### config.mk
export PLATFORM = sky130hd
export DESIGN_NAME = control_unit
export DESIGN_NICKNAME = d
export VERILOG_FILES = /design/src/rtl/control_unit_pkg.sv /design/src/rtl/cu_decoder.sv /design/src/rtl/control_unit.sv
export SDC_FILE = /design/constraint.sdc
export NUM_CORES = 1
export LEC_CHECK = 0
export CELL_PAD_IN_SITES_DETAIL_PLACEMENT = 1
export CELL_PAD_IN_SITES_GLOBAL_PLACEMENT = 1
export CORE_UTILIZATION = 35
export CTS_BUF_LIST = sky130_fd_sc_hd__clkbuf_8
export DETAILED_ROUTE_END_ITERATION = 12
export PLACE_DENSITY_LB_ADDON = 0.1
export SKIP_CTS_REPAIR_TIMING = 1
export SYNTH_ARGS = -nofsm -noshare
export SYNTH_HDL_FRONTEND = slang
export SYNTH_SLANG_ARGS = --single-unit
### constraint.sdc
create_clock -name i_clk -period 4.1 [get_ports i_clk]
set_clock_uncertainty 0.1 [all_clocks]
set_input_delay 0.82 -clock i_clk [delete_from_list [all_inputs] [get_ports i_clk]]
set_output_delay 0.82 -clock i_clk [all_outputs]
set_load 0.01 [all_outputs]
### src/rtl/control_unit_pkg.sv
// Shared types and constants for the control unit: FSM states, instruction
// classes, ALU operations and instruction field positions.
package control_unit_pkg;

  localparam int INSTR_W = 16;
  localparam int ADDR_W  = 8;
  localparam int DATA_W  = 8;

  localparam int CLASS_MSB = 15;
  localparam int CLASS_LSB = 13;
  localparam int OP_MSB    = 12;
  localparam int OP_LSB    = 10;
  localparam int REG_MSB   = 9;
  localparam int REG_LSB   = 8;
  localparam int IMM_MSB   = 7;
  localparam int IMM_LSB   = 0;

  localparam logic [2:0] RF_CE_NONE = 3'b100;

  typedef enum logic [2:0] {
    ST_IDLE   = 3'd0,
    ST_FETCH  = 3'd1,
    ST_DECODE = 3'd2,
    ST_MEM    = 3'd3,
    ST_EXEC   = 3'd4,
    ST_HALT   = 3'd5
  } state_e;

  typedef enum logic [2:0] {
    CLS_NOP    = 3'b000,
    CLS_ALU_RF = 3'b001,
    CLS_ALU_DM = 3'b010,
    CLS_LDI    = 3'b011,
    CLS_ST     = 3'b100,
    CLS_JMP    = 3'b101,
    CLS_JZ     = 3'b110,
    CLS_HALT   = 3'b111
  } instr_class_e;

  typedef enum logic [2:0] {
    ALU_ADD  = 3'b000,
    ALU_SUB  = 3'b001,
    ALU_AND  = 3'b010,
    ALU_OR   = 3'b011,
    ALU_XOR  = 3'b100,
    ALU_NOT  = 3'b101,
    ALU_LD   = 3'b110,
    ALU_PASS = 3'b111
  } alu_op_e;

  function automatic instr_class_e instr_class(input logic [INSTR_W-1:0] instr);
    return instr_class_e'(instr[CLASS_MSB:CLASS_LSB]);
  endfunction

endpackage

### src/rtl/cu_decoder.sv
// Combinational split of an instruction word into class, ALU op, register
// select and immediate/address fields.
module cu_decoder
  import control_unit_pkg::*;
(
  input  logic [INSTR_W-1:0] i_ir,
  output instr_class_e       o_class,
  output alu_op_e            o_alu_op,
  output logic [1:0]         o_reg,
  output logic [ADDR_W-1:0]  o_imm
);

  assign o_class  = instr_class(i_ir);
  assign o_alu_op = alu_op_e'(i_ir[OP_MSB:OP_LSB]);
  assign o_reg    = i_ir[REG_MSB:REG_LSB];
  assign o_imm    = i_ir[IMM_MSB:IMM_LSB];

endmodule

### src/rtl/control_unit.sv
// Multi-cycle control unit: FETCH/DECODE/(MEM)/EXEC sequencer with program
// counter and instruction register; datapath controls are Moore outputs.
module control_unit
  import control_unit_pkg::*;
(
  input  logic                i_clk,
  input  logic                i_rst_n,
  input  logic                i_start,
  input  logic [15:0]         i_instr,
  input  logic [7:0]          i_acumulator,
  output logic [7:0]          o_instr_addr,
  output logic [7:0]          o_data_memory_addr,
  output logic [2:0]          o_operation_code,
  output logic                o_acumulator_ce,
  output logic [2:0]          o_register_file_ce,
  output logic [1:0]          o_register_file_mux_addr,
  output logic                o_data_memory_read_enable,
  output logic [7:0]          o_direct_data,
  output logic                o_direct_load,
  output logic                o_busy,
  output logic                o_halted
);

  state_e              r_state;
  logic [ADDR_W-1:0]   r_pc;
  logic [INSTR_W-1:0]  r_ir;

  instr_class_e        w_class;
  alu_op_e             w_alu_op;
  logic [1:0]          w_reg;
  logic [ADDR_W-1:0]   w_imm;

  alu_op_e             w_op_code;
  logic                w_acc_ce;
  logic [2:0]          w_rf_ce;
  logic                w_dm_rd_en;
  logic                w_direct_load;

  cu_decoder u_decoder (
    .i_ir     (r_ir),
    .o_class  (w_class),
    .o_alu_op (w_alu_op),
    .o_reg    (w_reg),
    .o_imm    (w_imm)
  );

  // NOTE: all state uses non-blocking assignments so every register samples
  // pre-edge values, independent of statement order.
  always_ff @(posedge i_clk or negedge i_rst_n) begin
    if (!i_rst_n) begin
      r_state <= ST_IDLE;
      r_pc    <= '0;
      r_ir    <= '0;
    end else begin
      case (r_state)
        ST_IDLE, ST_HALT: begin
          if (i_start) begin
            r_pc    <= '0;
            r_state <= ST_FETCH;
          end
        end
        ST_FETCH: r_state <= ST_DECODE;
        ST_DECODE: begin
          // The IR is not loaded yet, so branch on the class of the fetched word.
          r_ir    <= i_instr;
          r_pc    <= r_pc + 8'd1;
          r_state <= (instr_class(i_instr) == CLS_ALU_DM) ? ST_MEM : ST_EXEC;
        end
        ST_MEM: r_state <= ST_EXEC;
        ST_EXEC: begin
          if (w_class == CLS_JMP) begin
            r_pc <= w_imm;
          end else if (w_class == CLS_JZ && i_acumulator == 8'h00) begin
            r_pc <= w_imm;
          end
          r_state <= (w_class == CLS_HALT) ? ST_HALT : ST_FETCH;
        end
        default: r_state <= ST_IDLE;
      endcase
    end
  end

  // NOTE: every output gets a default before the case so no latch is inferred.
  always_comb begin
    w_op_code     = ALU_LD;
    w_acc_ce      = 1'b0;
    w_rf_ce       = RF_CE_NONE;
    w_dm_rd_en    = 1'b0;
    w_direct_load = 1'b0;
    if (r_state == ST_EXEC) begin
      case (w_class)
        CLS_ALU_RF: begin
          w_op_code = w_alu_op;
          w_acc_ce  = 1'b1;
        end
        CLS_ALU_DM: begin
          w_op_code  = w_alu_op;
          w_acc_ce   = 1'b1;
          w_dm_rd_en = 1'b1;
        end
        CLS_LDI: begin
          w_acc_ce      = 1'b1;
          w_direct_load = 1'b1;
        end
        CLS_ST:  w_rf_ce = {1'b0, w_reg};
        default: ;
      endcase
    end
  end

  assign o_instr_addr              = r_pc;
  assign o_data_memory_addr        = w_imm;
  assign o_direct_data             = w_imm;
  assign o_register_file_mux_addr  = w_reg;
  assign o_operation_code          = w_op_code;
  assign o_acumulator_ce           = w_acc_ce;
  assign o_register_file_ce        = w_rf_ce;
  assign o_data_memory_read_enable = w_dm_rd_en;
  assign o_direct_load             = w_direct_load;
  assign o_busy   = (r_state == ST_FETCH) || (r_state == ST_DECODE) ||
                    (r_state == ST_MEM)   || (r_state == ST_EXEC);
  assign o_halted = (r_state == ST_HALT);

endmodule

==> impl_metrics.csv <==
group,metric,value,unit
power_and_ir_drop,cellLeakagePower,0.951,nW
sta,slew_headroom,60.8,%
drt,num_vias,1515,
critical_path,reg2regPathDepth,4,
drt,first_pass_iters,8,
critical_path,cp_max_fo,13,
drt,ant_nets,0,
sta,fin_crit,3.19,ns
floorplanning,io_pins,64,
power_and_ir_drop,p_sw,0.000643,W
critical_path,crit_arrival,2.27,ns
sta,fin_tns_setup,0,ns
critical_path,r2r_setup_slack,1.90,ns
floorplanning,die_height,70.9,um
synthesis,syn_nets,218,
outcome,violations,"design-rule violations",
global_route,grt_usage,18.6,%
placed_design,post-dp-hpwl,3160,um
power_and_ir_drop,power.density,693,mW/mm^2
global_route,grt_pass1_vias,1543,
drt,drtIter0Drc,69,
sta,setup_viol,0,
flow_run,cap_violations,0,
final_layout,multi_input_area,742,sq um
final_layout,area_delta_synth_final,33.7,%
clock_tree,clock_latency,0.28,ns
power_and_ir_drop,ir_worst_vdd,0.000259,V
clock_tree,cts_inserted_buffers,3,
synthesis,synth_cell_type_count,43,
critical_path,worstReg2RegStart,"r_state[1]",
synthesis,async_flop_share,100,%
global_route,grt_remaining_overflow,0,
clock_tree,root_buffer,"clkbuf_8",
critical_path,endpoint_kind,"primary output",
synthesis,synth_area,0.00166,sq mm
synthesis,synth_flop_cell,"dfrtp_1",
global_route,antenna_found_initial,0,
critical_path,start_kind,"flip-flop",
placed_design,gp_congestion,0.845,
critical_path,r2r_end,"o_instr_addr[7]",
clock_tree,h-tree-depth,1,
hold_path,worstHoldStart,"r_ir[11]",
synthesis,synth_edf_count,0,
outcome,status,"finished, violations left",
critical_path,critPathRequiredTime,3.18,ns
drt,route.detailed.wl_per_inst,15.9,um
final_layout,regArea,676,sq um
power_and_ir_drop,p_comb_share,53.8,%
hold_path,min_path_type,"flip-flop to flip-flop",
sta,worst_pin_slew,0.586,ns
synthesis,synth_area_per_cell,8.73,sq um
power_and_ir_drop,p_seq_share,36.1,%
sta,slew_violations,0,
floorplanning,design.core.area,0.00444,sq mm
sta,hold_ws,0.396,ns
final_layout,num_antenna_cells,0,
floorplanning,core.rowCount,24,
clock_tree,cts.reportedPaths.clkPinSlew,0.10,ns
synthesis,yosysWarnings,0,
final_layout,final_util,49.9,%
sta,rsz0062_at_grt,"false",
drt,wl,4510,um
final_layout,final_nets,261,
synthesis,yosysSeqAreaShare,40.7,%
drt,drc,6,
power_and_ir_drop,internal_power,0.000894,W
sta,fin_crit_sh,77.8,%
clock_tree,cts_tree,"built",
placed_design,io_buffers,63,
sta,final-hold-violation-count,0,
synthesis,syn_inst,190,
sta,fmax,314,MHz
power_and_ir_drop,switching_share,41.8,%
global_route,grt_pass1_wl,7360,um
hold_path,hold_depth,2,
clock_tree,cts_sinks,27,
power_and_ir_drop,pwr-share-clk,10.1,%
final_layout,drive_gt1_share,7.76,%
hold_path,hold_end,"r_ir[11]",
drt,viasPerCell,5.33,
critical_path,path_class,"flip-flop to primary output",
global_route,grt_max_degree,28,
floorplanning,start_util,37.3,%
floorplanning,die_x,70.9,um
synthesis,synth_seq_cells,27,
final_layout,fillers,523,
floorplanning,die_area,0.00502,sq mm
clock_tree,clockBufferDepth,2,
logic make-up after synthesis:
kind of cell    share of synthesized area [%]
xor+xnor                                 1.06
buf+inv                                  14.6
flops                                    40.7
mux                                      2.41
simple gates                             26.0
compound gates                           14.5
fa+ha+maj                               0.754
cells in the final DEF (no fill, tap or decap), types with 2 or more instances in the layout:
master	n
or2_2	2
nor3b_2	2
o21ai_0	2
a31oi_1	2
a32oi_1	4
nor4_1	4
nor2_1	7
a21oi_1	2
inv_1	11
mux2_4	2
nor3_1	3
nand2_1	51
clkbuf_8	3
and3_1	6
o211ai_1	2
nand4_1	2
buf_4	3
nand2b_1	2
o22ai_1	6
a211oi_1	5
and2_1	2
clkdlybuf4s50_1	63
dfrtp_1	27
cell usage after synthesis, types with 4 or more instances:
| master | number | area share (%) |
|---|---|---|
| nand2_1 | 51 | 12 |
| nor4_1 | 4 | 1.5 |
| dfrtp_1 | 27 | 41 |
| buf_2 | 4 | 1.2 |
| and3_1 | 6 | 2.3 |
| inv_1 | 10 | 2.3 |
| nor2_1 | 7 | 1.6 |
| o22ai_1 | 6 | 2.3 |
| buf_4 | 19 | 8.6 |
| a211oi_1 | 5 | 2.3 |
| a32oi_1 | 4 | 2.1 |
worst max-delay path, stage by stage, from the launching register on:
cell,delay [ns]
dfrtp_1,0.53
or3b_4,0.47
nor2_1,0.15
nand2_1,0.08
or2_2,0.28
clkdlybuf4s50_1,0.48
registers in the layout, indices dropped and copies added (netlist names):
signal	cells
o_instr_addr	8
r_ir	16
r_state	3
routing by layer:
layer  track usage (%)  vias to the layer above  part of all wire [%]
li1                  -                      719                     -
met1              21.6                      739                    44
met3              3.28                        8                   5.3
met2              34.3                       49                    49
met5                 0                        -                     0
met4              6.67                        0                   1.9
metrics by stage:
step / setup slack, ns / power (W) / cell area, sq um / instances
2_1_floorplan: 1.78 / 0.00112 / 1660 / 190
3_3_place_gp: 1.28 / 0.00136 / 2170 / 280
3_5_place_dp: 1.21 / 0.00139 / 2170 / 280
4_1_cts: 0.890 / 0.00156 / 2220 / 284
5_1_grt: 0.808 / 0.00165 / 2220 / 284
6_report: 0.911 / 0.00154 / 2220 / 284
worst max-delay path by stage:
stage	startpoint	end	slack [ns]	depth (start not counted)
after floorplan	r_state[0]	o_operation_code[1]	1.78	5
after global placement	r_state[1]	o_operation_code[1]	1.28	5
after detailed placement	r_state[0]	o_operation_code[2]	1.21	5
after CTS	r_state[1]	o_operation_code[2]	0.89	5
after global routing	r_state[1]	o_operation_code[2]	0.81	5
final	r_state[1]	o_operation_code[2]	0.91	5
power groups by stage:
| stage | Clock (W) | Combinational [W] | Sequential, W |
|---|---|---|---|
| final | 0.000156 | 0.000827 | 0.000555 |
| after global routing | 0.000170 | 0.000899 | 0.000580 |
| after CTS | 0.000161 | 0.000840 | 0.000556 |
| after detailed placement | 0 | 0.000832 | 0.000560 |
| after global placement | 0 | 0.000818 | 0.000546 |
| after floorplan | 0 | 0.000627 | 0.000497 |
layout make-up:
cell class                 count  area share [%]
clock buffer                   3            1.86
clock inverter                 1           0.169
inverter                      10            1.69
multi-input combinational    125            33.4
sequential                    27            30.5
tap                           52            2.93
timing repair buffer          66            29.4
Note: power is estimated with default switching activity, not from simulation.
